<file path="src/rtl/cis_line_sequencer.sv">
// CIS line sequencer: start pulse, dummy skip, dual-ADC pixel pair packing into a FWFT FIFO, end-of-line interrupt.
// Packed word is visible one cycle after its odd-pixel sample; a push into a full FIFO without rd_en is dropped and sets ovf.

module cis_fwft_fifo #(
  parameter int DW = 32,
  parameter int AW = 4
) (
  input  logic          clk,
  input  logic          reset_n,
  input  logic          push,
  input  logic [DW-1:0] push_data,
  input  logic          pop,
  output logic [DW-1:0] head,
  output logic          empty,
  output logic          full,
  output logic [AW:0]   count
);
  localparam int DEPTH = 1 << AW;

  logic [DW-1:0] mem [DEPTH];
  logic [AW-1:0] wptr;
  logic [AW-1:0] rptr;
  logic          do_push;
  logic          do_pop;
  logic [AW:0]   count_nxt;

  assign full      = (count == (AW+1)'(DEPTH));
  assign do_pop    = pop & ~empty;
  // A pop frees its slot in the same cycle, so a full FIFO still takes the push.
  assign do_push   = push & (~full | do_pop);
  assign count_nxt = count + (AW+1)'(do_push) - (AW+1)'(do_pop);
  assign head      = mem[rptr];

  always_ff @(posedge clk) begin
    if (!reset_n) begin
      wptr  <= '0;
      rptr  <= '0;
      count <= '0;
      empty <= 1'b1;
    end else begin
      if (do_push) wptr <= wptr + AW'(1);
      if (do_pop)  rptr <= rptr + AW'(1);
      count <= count_nxt;
      empty <= (count_nxt == '0);
    end
  end

  always_ff @(posedge clk) begin
    if (do_push) mem[wptr] <= push_data;
  end
endmodule

module cis_line_sequencer #(
  parameter int SP_WIDTH   = 4,
  parameter int DUMMY_PIX  = 16,
  parameter int ACTIVE_PIX = 1024,
  parameter int FIFO_AW    = 4
) (
  input  logic               adc_clk,
  input  logic               reset_n,
  input  logic               start_cis,
  input  logic [15:0]        sp_para,
  input  logic [7:0]         ad1_data,
  input  logic [7:0]         ad2_data,
  input  logic               rd_en,
  input  logic               int_ack,
  output logic               cis_sp,
  output logic               cis_wren,
  output logic [31:0]        rd_data,
  output logic               fifo_empty,
  output logic [FIFO_AW:0]   fifo_count,
  output logic               dsp_int,
  output logic               ovf
);
  localparam int PIX_MAX = (ACTIVE_PIX > DUMMY_PIX) ? ACTIVE_PIX : DUMMY_PIX;
  localparam int PW      = $clog2(PIX_MAX) + 1;

  typedef enum logic [2:0] {IDLE, SP, DUMMY, ACTIVE, WAIT} state_t;

  state_t        state;
  state_t        state_nxt;
  logic [15:0]   pcnt;
  logic [15:0]   sp_lat;
  logic [PW-1:0] pix;
  logic          ph;
  logic [15:0]   half;
  logic          sample;
  logic          line_done;
  logic          period_done;
  logic          push;
  logic          fifo_full;
  logic [31:0]   push_word;
  logic          cis_sp_nxt;
  logic          cis_wren_nxt;

  assign sample      = ph & ((state == DUMMY) | (state == ACTIVE));
  assign line_done   = (state == ACTIVE) & ph & (pix == PW'(ACTIVE_PIX - 1));
  // pcnt + 1 >= sp_lat, widened so sp_lat = 0 cannot underflow
  assign period_done = (({1'b0, pcnt} + 17'd1) >= {1'b0, sp_lat});
  assign push        = (state == ACTIVE) & ph & pix[0];
  assign push_word   = {ad2_data, ad1_data, half};

  // State register
  always_ff @(posedge adc_clk) begin
    if (!reset_n) state <= IDLE;
    else          state <= state_nxt;
  end

  // Next-state logic
  always_comb begin
    state_nxt = state;
    case (state)
      IDLE:    if (start_cis) state_nxt = SP;
      SP:      if (pcnt == 16'(SP_WIDTH - 1)) state_nxt = DUMMY;
      DUMMY:   if (ph && (pix == PW'(DUMMY_PIX - 1))) state_nxt = ACTIVE;
      ACTIVE:  if (line_done) state_nxt = WAIT;
      WAIT:    if (period_done) state_nxt = start_cis ? SP : IDLE;
      default: state_nxt = IDLE;
    endcase
  end

  // Output decode, registered below so outputs align with the state they describe
  always_comb begin
    cis_sp_nxt   = (state_nxt == SP);
    cis_wren_nxt = (state_nxt == ACTIVE);
  end

  always_ff @(posedge adc_clk) begin
    if (!reset_n) begin
      pcnt     <= '0;
      sp_lat   <= '0;
      pix      <= '0;
      ph       <= 1'b0;
      half     <= '0;
      cis_sp   <= 1'b0;
      cis_wren <= 1'b0;
      dsp_int  <= 1'b0;
      ovf      <= 1'b0;
    end else begin
      cis_sp   <= cis_sp_nxt;
      cis_wren <= cis_wren_nxt;

      if ((state_nxt == SP) && (state != SP)) begin
        pcnt   <= '0;
        sp_lat <= sp_para;
      end else if (state != IDLE) begin
        pcnt <= pcnt + 16'd1;
      end

      // Pixel phase and sample index restart on every state change.
      if (state_nxt != state) begin
        ph  <= 1'b0;
        pix <= '0;
      end else if ((state == DUMMY) || (state == ACTIVE)) begin
        ph <= ~ph;
        if (ph) pix <= pix + PW'(1);
      end

      if (sample && (state == ACTIVE) && !pix[0]) half <= {ad2_data, ad1_data};

      if (line_done)                    dsp_int <= 1'b1;
      else if (int_ack)                 dsp_int <= 1'b0;

      if (push && fifo_full && !rd_en)  ovf <= 1'b1;
      else if (int_ack)                 ovf <= 1'b0;
    end
  end

  cis_fwft_fifo #(
    .DW (32),
    .AW (FIFO_AW)
  ) u_fifo (
    .clk       (adc_clk),
    .reset_n   (reset_n),
    .push      (push),
    .push_data (push_word),
    .pop       (rd_en),
    .head      (rd_data),
    .empty     (fifo_empty),
    .full      (fifo_full),
    .count     (fifo_count)
  );
endmodule

</file>
<file path="config.mk">
export PLATFORM = sky130hd
export DESIGN_NAME = cis_line_sequencer
export DESIGN_NICKNAME = d
export VERILOG_FILES = /design/src/rtl/cis_line_sequencer.sv
export SDC_FILE = /design/constraint.sdc
export NUM_CORES = 1
export LEC_CHECK = 0
export ABC_AREA = 1
export CAP_MARGIN = 20
export CORE_UTILIZATION = 55
export CTS_CLUSTER_SIZE = 16
export DETAILED_ROUTE_END_ITERATION = 7
export HOLD_SLACK_MARGIN = 0.1
export PLACE_DENSITY_LB_ADDON = 0.12
export SYNTH_ARGS = -nofsm -noshare
export SYNTH_HDL_FRONTEND = slang
export SYNTH_SLANG_ARGS = --single-unit
export TNS_END_PERCENT = 10
</file>
<file path="constraint.sdc">
create_clock -name adc_clk -period 5 [get_ports adc_clk]
set_clock_uncertainty 0.05 [all_clocks]
set_input_delay 0.75 -clock adc_clk [delete_from_list [all_inputs] [get_ports adc_clk]]
set_output_delay 0.75 -clock adc_clk [all_outputs]
set_load 0.03 [all_outputs]
</file>
Word-level counts from Yosys, hierarchy flattened

Memory sizes are Yosys's and may differ from the RTL's. A register that Yosys moved wholly into a read port is not among the register bits.
Cells that the tools add are included.

Bits in registers: 81
Memory bits (writable): 512
Bits of input ports: 37
Output and inout bits: 42
Logic and storage cells: 78
Memories kept: 1

$add $sub $neg: 7
$lt $le $gt $ge: 1
Eq/ne operators: 12
Multiplexer cells: 14
Bitwise logic cells: 12
Reduce and logical (&&, ||, !) cells: 17

Memories:

| memory     | words | width | rd ports | clocked after Yosys merged registers in | wr ports | RTL line | text |
|---|---|---|---|---|---|---|---|
| u_fifo.mem | 16    | 32    | 1        | 1                                       | 1        | 20       | `logic [DW-1:0] mem [DEPTH];` |

Operators by type and width:

| kind                                            | count |
|---|---|
| adder 16 x 1 -> 17 bit, second input constant   | 1 |
| >= comparator 17 x 16 -> 1 bit                  | 1 |
| adder 16 x 1 -> 16 bit, second input constant   | 1 |
| == test 16 x 2 -> 1 bit, second input constant  | 1 |
| 2-to-1 mux 3 bit                                | 5 |
| one-hot mux 3 bit (5 select lines)              | 1 |
| adder 11 x 1 -> 11 bit, second input constant   | 1 |
| == test 11 x 10 -> 1 bit, second input constant | 1 |
| == test 11 x 4 -> 1 bit, second input constant  | 1 |
| == test 3 x 2 -> 1 bit, second input constant   | 3 |
| adder 4 x 1 -> 4 bit, second input constant     | 2 |
| 2-to-1 mux 4 bit                                | 2 |
| bitwise AND 1 bit                               | 6 |
| == test 3 x 1 -> 1 bit, second input constant   | 2 |
| logical AND 1 bit                               | 6 |
| 2-to-1 mux 1 bit                                | 6 |
| adder 5 x 1 -> 5 bit                            | 1 |
| == test 5 bit, second input constant            | 1 |
| logical NOT 5 bit                               | 1 |
| subtractor 5 x 1 -> 5 bit                       | 1 |
| inverter 1 bit                                  | 4 |
| nonzero test 2 bit                              | 2 |
| OR reduction 2 bit                              | 2 |
| == test 3 bit, second input constant            | 1 |
| 8 further kinds                                 | 10 |

Logic depth before layout (Yosys ltp)

Depth after elaboration: 8
Depth in mapped cells: 25
Depth with buffers taken out: 24

By module

From an unflattened synthesis, not the netlist that was laid out.

Cell total of the unflattened synthesis: 2731
Area total of the unflattened synthesis: 26653.1 um^2

Modules (own cells, without submodules):

| module             | instances | cells each | area an instance (um^2) | sequential area each (um^2) |
|---|---|---|---|---|
| cis_fwft_fifo      | 1         | 2207       | 22969.5                 | 15735.1 |
| cis_line_sequencer | 1         | 524        | 3683.5                  | 1341.3 |

Worst setup path before layout

OpenSTA, ideal clock, no wires.

Path kind: input to register
From: in rd_en
To: mem u_fifo.mem[11][0], enable pin
Library setup time: 0.421 ns
Data arrival time: 2.912 ns
Data required time: 4.529 ns
Slack: 1.617 ns
Stages on the path: 8
Path buffers: 0
Cells stage by stage: inv_1 nor2_1 inv_1 nand2_1 nand2_1 inv_1 nand3_1 nor2_1

Longest elaborated chain between the ends: 5

Ends and longest elaborated chain:

| what                                   | RTL line | text |
|---|---|---|
| start: declaration                     | 65       | `input logic rd_en,` |
| bitwise AND 1 bit                      | 28       | `assign do_pop = pop & ~empty;` |
| net u_fifo.do_pop                      | 24       | `logic do_pop;` |
| bitwise OR 1 bit                       | 30       | `assign do_push = push & (~full \| do_pop);` |
| bitwise AND 1 bit                      | 30       |  |
| net u_fifo.do_push                     | 23       | `logic do_push;` |
| 2-to-1 mux 1 bit                       | 49       | `if (do_push) mem[wptr] <= push_data;` |
| 2-to-1 mux 1 bit (implied by the code) | 49       |  |
| end: declaration                       | 20       |  |

The timed path passes the listed nets, and every way through them passes these cells.

==> results.json <==
{
  "worstReg2RegEnd": "pcnt[10]",
  "core_mm2": 0.04422,
  "power.density_mw_per_mm2": 420.3,
  "vdd_drop_max_v": 0.0003226,
  "routed.top_layer": "met4",
  "setup_tns_ns": 0,
  "synth_most_common_cell": "edfxtp_1",
  "final-hold-violation-count": 0,
  "min_path_type": "reg -> reg",
  "synth_commonest_cells": "edfxtp_1, inv_1, o21ai_0",
  "placement.io_buffers": 78,
  "synth-edff-count": 512,
  "postSynthCellCount": 1981,
  "fin_util": 0.6362,
  "worst_slew_pin_slew_ns": 1.081,
  "slew_headroom": 0.2792,
  "fin_crit_ns": 4.060,
  "worst_setup_path_start_kind": "flop",
  "n_antenna_cell": 0,
  "nets": 2106,
  "grtUsageTotal": 0.2429,
  "critical_path_arrival_ns": 3.26,
  "reg2reg_depth": 21,
  "reg2reg_from": "pcnt[2]",
  "synthTopCellsByArea": "edfxtp_1, dfxtp_1, mux2i_1",
  "cts-root-buf": "clkbuf_16",
  "route.met3.wl_mm": 3.043,
  "drtAntennaViolNets": 0,
  "post-dp-hpwl_mm": 30.43,
  "die_w_um": 213.7,
  "cts-buffers-inserted": 58,
  "die_h_um": 213.7,
  "power_mw": 11.83,
  "io_pins": 79,
  "cts_tree": "yes",
  "gp_congestion": 0.8439,
  "setup_viol": 0,
  "period_share": 0.8120,
  "syn2layout_area_growth_pct": 14.11,
  "whs_ns": 0.3991,
  "grt-ovfl-total": 0,
  "critPathTopFamily": "buffers and inverters",
  "cp_slowest_cell": "dfxtp_4",
  "grt_pass1_vias": 14820,
  "insertion_delay_ns": 0.61,
  "grt_max_degree": 129,
  "first_pass_iters": 5,
  "antenna_found_initial": 0,
  "path_buf_inv": 2,
  "cp_max_fo": 44,
  "clkTransAtPathRegs_ns": 0.06,
  "initial_core_util": 0.5575,
  "detail_route.wl_per_cell_um": 20.26,
  "met2_length_mm": 25.94,
  "seq_area_frac_synth": 0.6926,
  "avgSynthCellArea_um2": 12.45,
  "grt_setup_unrepaired": "false",
  "via_count": 15090,
  "status": "complete, no violations",
  "h-tree-depth": 2,
  "synth-warning-count": 0,
  "ys_ff_latch": 597,
  "end_kind": "output pin",
  "crit_chain": "inv_2, o211ai_1, nand3_1, nand2_1, clkdlybuf4s50_1",
  "cpPeakStageDelay_ns": 0.75,
  "first_iter_violations": 1388,
  "rrSetupSlack_ns": 1.47,
  "drc_errors": 0,
  "max_freq_ghz": 0.2463,
  "setup_slack_ns": 0.9400,
  "postCtsHoldBufs": 0,
  "ys_types": 36,
  "dieArea_mm2": 0.04568,
  "worst-path-stages": 5,
  "routed_wl_mm": 54.29,
  "leakagePower_nw": 10.21,
  "vias_per_cell": 5.631,
  "grt_pass1_wl_mm": 83.32,
  "crit_type": "reg -> out",
  "rows": 77,
  "synth_top_flop_cell": "edfxtp_1",
  "synth_top_cell_area_share": 0.6236,
  "worstPathRequired_ns": 4.20,
  "slew_viol_final": 0,
  "place_ws_ns": 1.142,
  "m1WireLength_mm": 24.25,
  "postCtsResizedCells": 0,
  "clock_tree.buffer_depth": 3,
  "synth_nets": 2048,
  "hp-start": "u_fifo.rptr[3]",
  "cts.sinks": 597,
  "yosysTopAreaCell": "edfxtp_1",
  "postCtsSetupRepairBufs": 0,
  "drive_above_1_share": 0.07136,
  "synth.cell_area_mm2": 0.02465,
  "async_flop_share": 0,
  "maxCapViolCount": 0,
  "fillers": 3353,
  "hold_depth": 1
}
## worst register-to-register path: cells and delay by family (launching register included)
kind	cells	cell delay, ns
compound gates	1	0.15
fa+ha+maj	1	0.26
buf+inv	3	0.22
simple gates	16	2.32
flops	1	0.42
## through the flow
| stage | cells | cell area, um^2 |
|---|---|---|
| 2_1_floorplan | 1981 | 24650 |
| 3_3_place_gp | 2571 | 26160 |
| 3_5_place_dp | 2571 | 26160 |
| 4_1_cts | 2680 | 28130 |
| 5_1_grt | 2680 | 28130 |
| 6_report | 2680 | 28130 |
## metal layers
metal | vias to the layer above | track usage
met5 | - | 0
met4 | 0 | 0.06108
met3 | 93 | 0.03822
met2 | 411 | 0.4002
met1 | 7402 | 0.3394
li1 | 7185 | -
## cell type report
type | count | area, um^2 | area share
sequential | 597 | 17090 | 0.6074
multi-input combinational | 1060 | 6407 | 0.2277
clock buffer | 72 | 1535 | 0.05457
timing repair buffer | 104 | 1101 | 0.03914
inverter | 218 | 820.8 | 0.02917
tap | 592 | 740.7 | 0.02633
clock inverter | 37 | 440.4 | 0.01565
## kinds of logic (layout without fill, tap and decap cells)
| family | count (synthesis) | after routing | share of synthesized area |
|---|---|---|---|
| buf+inv | 324 | 431 | 0.05237 |
| compound gates | 472 | 472 | 0.1091 |
| xor+xnor | 24 | 24 | 0.008526 |
| fa+ha+maj | 30 | 30 | 0.01553 |
| flops | 597 | 597 | 0.6926 |
| simple gates | 405 | 405 | 0.06948 |
| mux | 129 | 129 | 0.05237 |
## state kept, by name, indices dropped and copies added, names as in the netlist, 3 cells and up, named ones only
signal,flops
half,16
pix,11
u_fifo.rptr,4
u_fifo.count,5
state,3
sp_lat,16
pcnt,16
u_fifo.mem,512
u_fifo.wptr,4
## cell usage in the layout (no fill, tap or decap), types with 2 or more instances in the layout
cell type / synthesis / layout
clkbuf_1: 64 / 12
and3_1: 2 / 2
nand3_2: 2 / 2
clkbuf_16: 0 / 59
xor2_1: 18 / 18
buf_4: 3 / 16
clkinvlp_4: 0 / 2
inv_2: 0 / 2
ha_1: 29 / 29
nand4_1: 9 / 9
edfxtp_1: 512 / 512
nand2_2: 2 / 2
bufinv_16: 0 / 10
a21oi_1: 154 / 154
o21ai_0: 187 / 187
mux2i_1: 129 / 129
buf_12: 0 / 10
dfxtp_4: 0 / 3
nor3_1: 10 / 10
xnor2_1: 6 / 6
clkinv_4: 0 / 2
nor2_1: 145 / 129
dfxtp_1: 85 / 81
nand3_1: 58 / 58
inv_1: 217 / 215
clkinv_2: 0 / 13
clkinv_1: 1 / 9
nand2_1: 167 / 167
clkdlybuf4s50_1: 0 / 78
or2_2: 2 / 2
nor2_4: 2 / 18
o211ai_1: 128 / 128
## report_power, final
group	switching [mW]	total [mW]	internal (mW)
Combinational	1.13	1.81	0.681
Clock	1.82	4.51	2.69
Sequential	0.0843	5.50	5.42
## worst max path at each step
stage	startpoint	endpoint	slack, ns
after floorplan	rd_en	u_fifo.mem[11][0]	1.62
after global placement	rd_en	u_fifo.mem[1][1]	1.24
after detailed placement	rd_en	u_fifo.mem[1][1]	1.14
after CTS	flop	rd_data[12]	0.89
after global routing	flop	rd_data[25]	0.75
final	flop	rd_data[12]	0.94
No activity file was read; power rests on OpenSTA's default activity.
